==> config.mk <==
export PLATFORM = sky130hd
export DESIGN_NAME = inv_mixcol_ctrl
export DESIGN_NICKNAME = d
export VERILOG_FILES = /design/src/rtl/inv_mixcol_ctrl.sv
export SDC_FILE = /design/constraint.sdc
export NUM_CORES = 1
export LEC_CHECK = 0
export ABC_AREA = 1
export CAP_MARGIN = 20
export CELL_PAD_IN_SITES_DETAIL_PLACEMENT = 0
export CELL_PAD_IN_SITES_GLOBAL_PLACEMENT = 2
export CORE_MARGIN = 4
export CORE_UTILIZATION = 30
export DETAILED_ROUTE_END_ITERATION = 10
export MAX_ROUTING_LAYER = met4
export PLACE_DENSITY = 0.78
export SLEW_MARGIN = 10
export SYNTH_ARGS = -nofsm -noshare
export SYNTH_HDL_FRONTEND = slang
export SYNTH_SLANG_ARGS = --single-unit
==> constraint.sdc <==
create_clock -name clk -period 24 [get_ports clk]
set_clock_uncertainty 0.2 [all_clocks]
set_input_delay 4.8 -clock clk [delete_from_list [all_inputs] [get_ports clk]]
set_output_delay 4.8 -clock clk [all_outputs]
set_load 0.03 [all_outputs]
==> src/rtl/inv_mixcol_ctrl.sv <==
// inv_mixcol_ctrl: sequenced AES InvMixColumns engine (define INV_MIXCOL_COLPAR_EN for column-parallel mode)
module inv_mixcol_ctrl (
    input  logic         clk,
    input  logic         rst,
    input  logic         start,
    input  logic [127:0] state_in,
    output logic [127:0] state_out,
    output logic         busy,
    output logic         done
);
    typedef enum logic [1:0] {IDLE, COMPUTE, DONE} state_t;
    state_t state, nstate;
    logic [3:0] cnt;
    logic [127:0] src, res, res_nxt;
    logic [31:0] col;
    logic load, last;
`ifdef INV_MIXCOL_COLPAR_EN
    localparam logic [3:0] LAST_CNT = 4'd3;
`else
    localparam logic [3:0] LAST_CNT = 4'd15;
`endif
    function automatic logic [7:0] xt(input logic [7:0] a);
        return {a[6:0], 1'b0} ^ (a[7] ? 8'h1b : 8'h00);
    endfunction
    function automatic logic [7:0] gmul(input logic [7:0] a, input logic [3:0] k);
        logic [7:0] a2, a4, a8;
        a2 = xt(a);
        a4 = xt(a2);
        a8 = xt(a4);
        return (k[3] ? a8 : 8'h00) ^ (k[2] ? a4 : 8'h00) ^ (k[1] ? a2 : 8'h00) ^ (k[0] ? a : 8'h00);
    endfunction
    function automatic logic [7:0] pick(input logic [31:0] c, input logic [1:0] j);
        return j == 2'd0 ? c[31:24] : j == 2'd1 ? c[23:16] : j == 2'd2 ? c[15:8] : c[7:0];
    endfunction
    function automatic logic [31:0] colsel(input logic [127:0] s, input logic [1:0] c);
        return c == 2'd0 ? s[127:96] : c == 2'd1 ? s[95:64] : c == 2'd2 ? s[63:32] : s[31:0];
    endfunction
    function automatic logic [7:0] inv_byte(input logic [31:0] c, input logic [1:0] r);
        return gmul(pick(c, r), 4'he) ^ gmul(pick(c, r + 2'd1), 4'hb) ^
               gmul(pick(c, r + 2'd2), 4'hd) ^ gmul(pick(c, r + 2'd3), 4'h9);
    endfunction
    // merge the bytes produced this cycle into the result register image
    always_comb begin
        res_nxt = res;
`ifdef INV_MIXCOL_COLPAR_EN
        col = colsel(src, cnt[1:0]);
        for (int k = 0; k < 4; k++)
            if (cnt == 4'(k))
                res_nxt[127-32*k -: 32] = {inv_byte(col, 2'd0), inv_byte(col, 2'd1), inv_byte(col, 2'd2), inv_byte(col, 2'd3)};
`else
        col = colsel(src, cnt[3:2]);
        for (int k = 0; k < 16; k++)
            if (cnt == 4'(k))
                res_nxt[127-8*k -: 8] = inv_byte(col, cnt[1:0]);
`endif
    end
    // next-state logic; start only matters in IDLE
    always_comb begin
        nstate = state;
        load = 1'b0;
        last = cnt == LAST_CNT;
        case (state)
            IDLE: begin
                load = start;
                nstate = start ? COMPUTE : IDLE;
            end
            COMPUTE: nstate = last ? DONE : COMPUTE;
            default: nstate = IDLE;
        endcase
    end
    // state register with busy/done registered from the next state
    always_ff @(posedge clk or posedge rst) begin
        if (rst) begin
            state <= IDLE;
            busy <= 1'b0;
            done <= 1'b0;
        end else begin
            state <= nstate;
            busy <= nstate != IDLE;
            done <= nstate == DONE;
        end
    end
    // datapath: capture on accept, accumulate bytes, publish only on the last write
    always_ff @(posedge clk or posedge rst) begin
        if (rst) begin
            src <= '0;
            res <= '0;
            state_out <= '0;
            cnt <= '0;
        end else if (load) begin
            src <= state_in;
            cnt <= '0;
        end else if (state == COMPUTE) begin
            res <= res_nxt;
            cnt <= cnt + 4'd1;
            if (last)
                state_out <= res_nxt;
        end
    end
endmodule

==> Implementation_results.wiki <==
{| class="wikitable"
! Metric !! Value
|-
| Status || finished clean
|-
| Number of fill cells in the layout || roughly 7000
|-
| Final setup violation count || 0
|-
| Clock insertion delay at the later pin of the skew report || around 0.57 ns
|-
| Sinks on Clock Net || 384
|-
| Multi-input combinational cell area || 0.00996 sq mm
|-
| Area of the placeable core || 0.0685 sq mm
|-
| CP startpoint kind || primary input
|-
| Most frequent cells in the layout || nand2_1 (915), nand3_1 (443), dfrtp_1 (384)
|-
| Number of buffers inserted during clock tree synthesis || 44
|-
| Slew at the pin closest to its max-slew limit || roughly 1 ns
|-
| Relative slew margins || approximately a third
|-
| Hold-fix buffers at CTS || 0
|-
| Half-perimeter wire length of the detailed placement result || 45.7 mm
|-
| DRC errors left || 0
|-
| CP required || 24.24 ns
|-
| Sequential cell area in the final layout || around 0.0096 sq mm
|-
| FF+latch count, synth || between 300 and 400
|-
| Count of port buffers added during placement || 260
|-
| Vertical die dimension || around 270 um
|-
| Hold/Removal Path Class || reg2reg
|-
| Number of pins exceeding their max-slew limit in the final report || 0
|-
| Die Area || 0.0733 sq mm
|-
| Drt via density || 4.87
|-
| Initial Utilization || 30.2%
|-
| Leading post-synthesis cells by cell area || dfrtp_1 (46%), nand2_1 (17%), nand3_1 (11%), mux2_2 (5.2%), or2_2 (3.7%)
|-
| Pin count of the biggest net entering global routing || 150
|-
| Crit share post-route || just under 30%
|-
| Global-route usage over all layers || about a fifth
|-
| GPL Wtd Cong || about 0.85
|-
| Wire length of the first global-routing pass || roughly 100 mm
|-
| Most common cell after layout, fill and taps aside || nand2_1
|-
| Cell accounting for the most synthesized area || dfrtp_1
|-
| Vias || ~18000
|-
| Clock edge transition at the registers on the reported setup and hold paths || 0.06 ns
|-
| Leftover overflow at the end of global routing || 0
|-
| Sequential element share of the synthesized area || a little under half
|-
| Net count reported at finish || between 2000 and 3000
|-
| Average size of a mapped cell || 8.00 sq um
|-
| Count of distinct cell types in the synthesized netlist || between 40 and 50
|-
| Maximum count of clock buffers along a single path || 3
|-
| Time the final worst path needs with I/O delays and setup || a little over 7 ns
|-
| Setup repair after global routing missed its margin || no
|-
| Count of H-tree levels built during CTS || 2
|-
| Initial antenna violation count || 1
|-
| Layout Area Growth over Synthesis || 22.7%
|-
| Most used flip-flop cell after synthesis || dfrtp_1
|-
| Signal arrival time at the worst endpoint || 7.30 ns
|-
| Number of buffers inserted to repair setup after CTS || 0
|-
| Async set-or-reset flop fraction in the synthesized netlist || 100%
|-
| Number of nets produced by synthesis || around 2700
|-
| 1st-pass router iterations || 7
|-
| Number of global-route vias before repair || between 15000 and 20000
|-
| TritonCTS clock tree || done
|-
| Post-Syn Area || 0.0207 sq mm
|-
| Fraction of layout instances using a drive strength above 1 || between 15 and 20%
|-
| Hold violation count in the final report || 0
|-
| # resized after CTS || 0
|-
| Top fanout value on the critical path || 91
|-
| Routed WL || between 60 and 70 mm
|-
| Library cell used as clock root buffer || clkbuf_16
|-
| DRC violation total after the first TritonRoute iteration || between 1000 and 1500
|-
| Post-route setup TNS || 0 ns
|-
| Highest clock frequency the design can meet || approximately 0.14 GHz
|-
| Critical Path Sink Type || flop
|-
| # rows || 96
|-
| Syn. warnings || 0
|-
| Cells after Synth || between 2000 and 3000
|-
| Die width || around 270 um
|-
| Wire length per cell after detailed routing || ~18 um
|-
| Detail Route Antenna Nets || 0
|-
| Share of Yosys cell area claimed by the top area cell type || between 40% and 50%
|-
| Number of flops mapped to enable cells by yosys || 0
|-
| Max_cap viols || 0
|-
| Ports placed on the boundary || 261
|-
| Kind of critical path || in2reg
|}
==> logic make-up (layout without fill, tap and decap cells) <==
family / Yosys count / count (layout) / synth area share, %
AND/OR/NAND/NOR: 1702 / 1702 / 37.6
buffers and inverters: 249 / 472 / 5.59
AO/OA/AOI/OAI: 130 / 130 / 3.86
multiplexers: 96 / 96 / 5.22
adder cells (fa/ha/maj): 4 / 4 / 0.242
flip-flops: 384 / 384 / 46.4
other: 0 / 1 / 0
XOR/XNOR: 24 / 24 / 1.12
==> path summary, 6_finish.rpt <==
check | startpoint | to | slack (ns) | cells past startpoint
max | start | src[111] | 16.94 | 4
min | res[23] | res[23] | 0.27 | 2
max reg2reg | cnt[2] | state_out[28] | 18.82 | 19
min reg2reg | res[23] | res[23] | 0.27 | 2
max in group asynchronous | rst | res[50] | 17.60 | 3
min in group asynchronous | rst | state_out[61] | 4.50 | 2
==> layout make-up <==
class,count,area share [%]
tap,882,4.34
inverter,105,1.61
sequential,384,37.8
timing repair buffer,289,11.2
multi-input combinational,1956,39.2
clock buffer,66,5.14
antenna,1,0.00985
clock inverter,12,0.655
==> sequential cells by signal, summed over array words and instances (netlist names) <==
register / cells
src: 128
state: 2
busy: 1
state_out: 128
res: 120
done: 1
cnt: 4
==> synth_stat cells, drive strengths merged, types with 12 or more instances <==
library cell	count
nor2	106
nand3	490
nand2	959
or2	131
buf	81
clkbuf	63
xor2	20
inv	101
a21oi	77
nand3b	12
dfrtp	384
o21ai	40
mux2	96
==> stage by stage <==
stage	util, %	hold WS [ns]	std cells	worst slack, ns	cell area [sq um]
after global routing	37.1	0.282	3695	16.77	25400
after global placement	34.9	0.254	3609	16.41	23900
after detailed placement	34.9	0.257	3611	16.37	23900
after CTS	37.0	0.273	3689	16.96	25300
after floorplan	-	0.242	2589	8.33	20700
final	37.1	0.270	3695	16.94	25400
==> layer usage <==
metal	share of wire (%)	track usage [%]	vias to the layer above
met5	0	-	-
met4	2.5	4.94	0
met3	5.1	2.71	90
met2	46	29.2	473
met1	46	25.3	8647
li1	-	-	8782
==> critical path, stage by stage <==
cell,delay [ns]
clkdlybuf4s50_1,0.44
nand2_4,0.73
buf_4,0.82
mux2_2,0.42
Power is not shown: default switching activity piles up to over one toggle a cycle in this logic, so the estimate is an artifact.
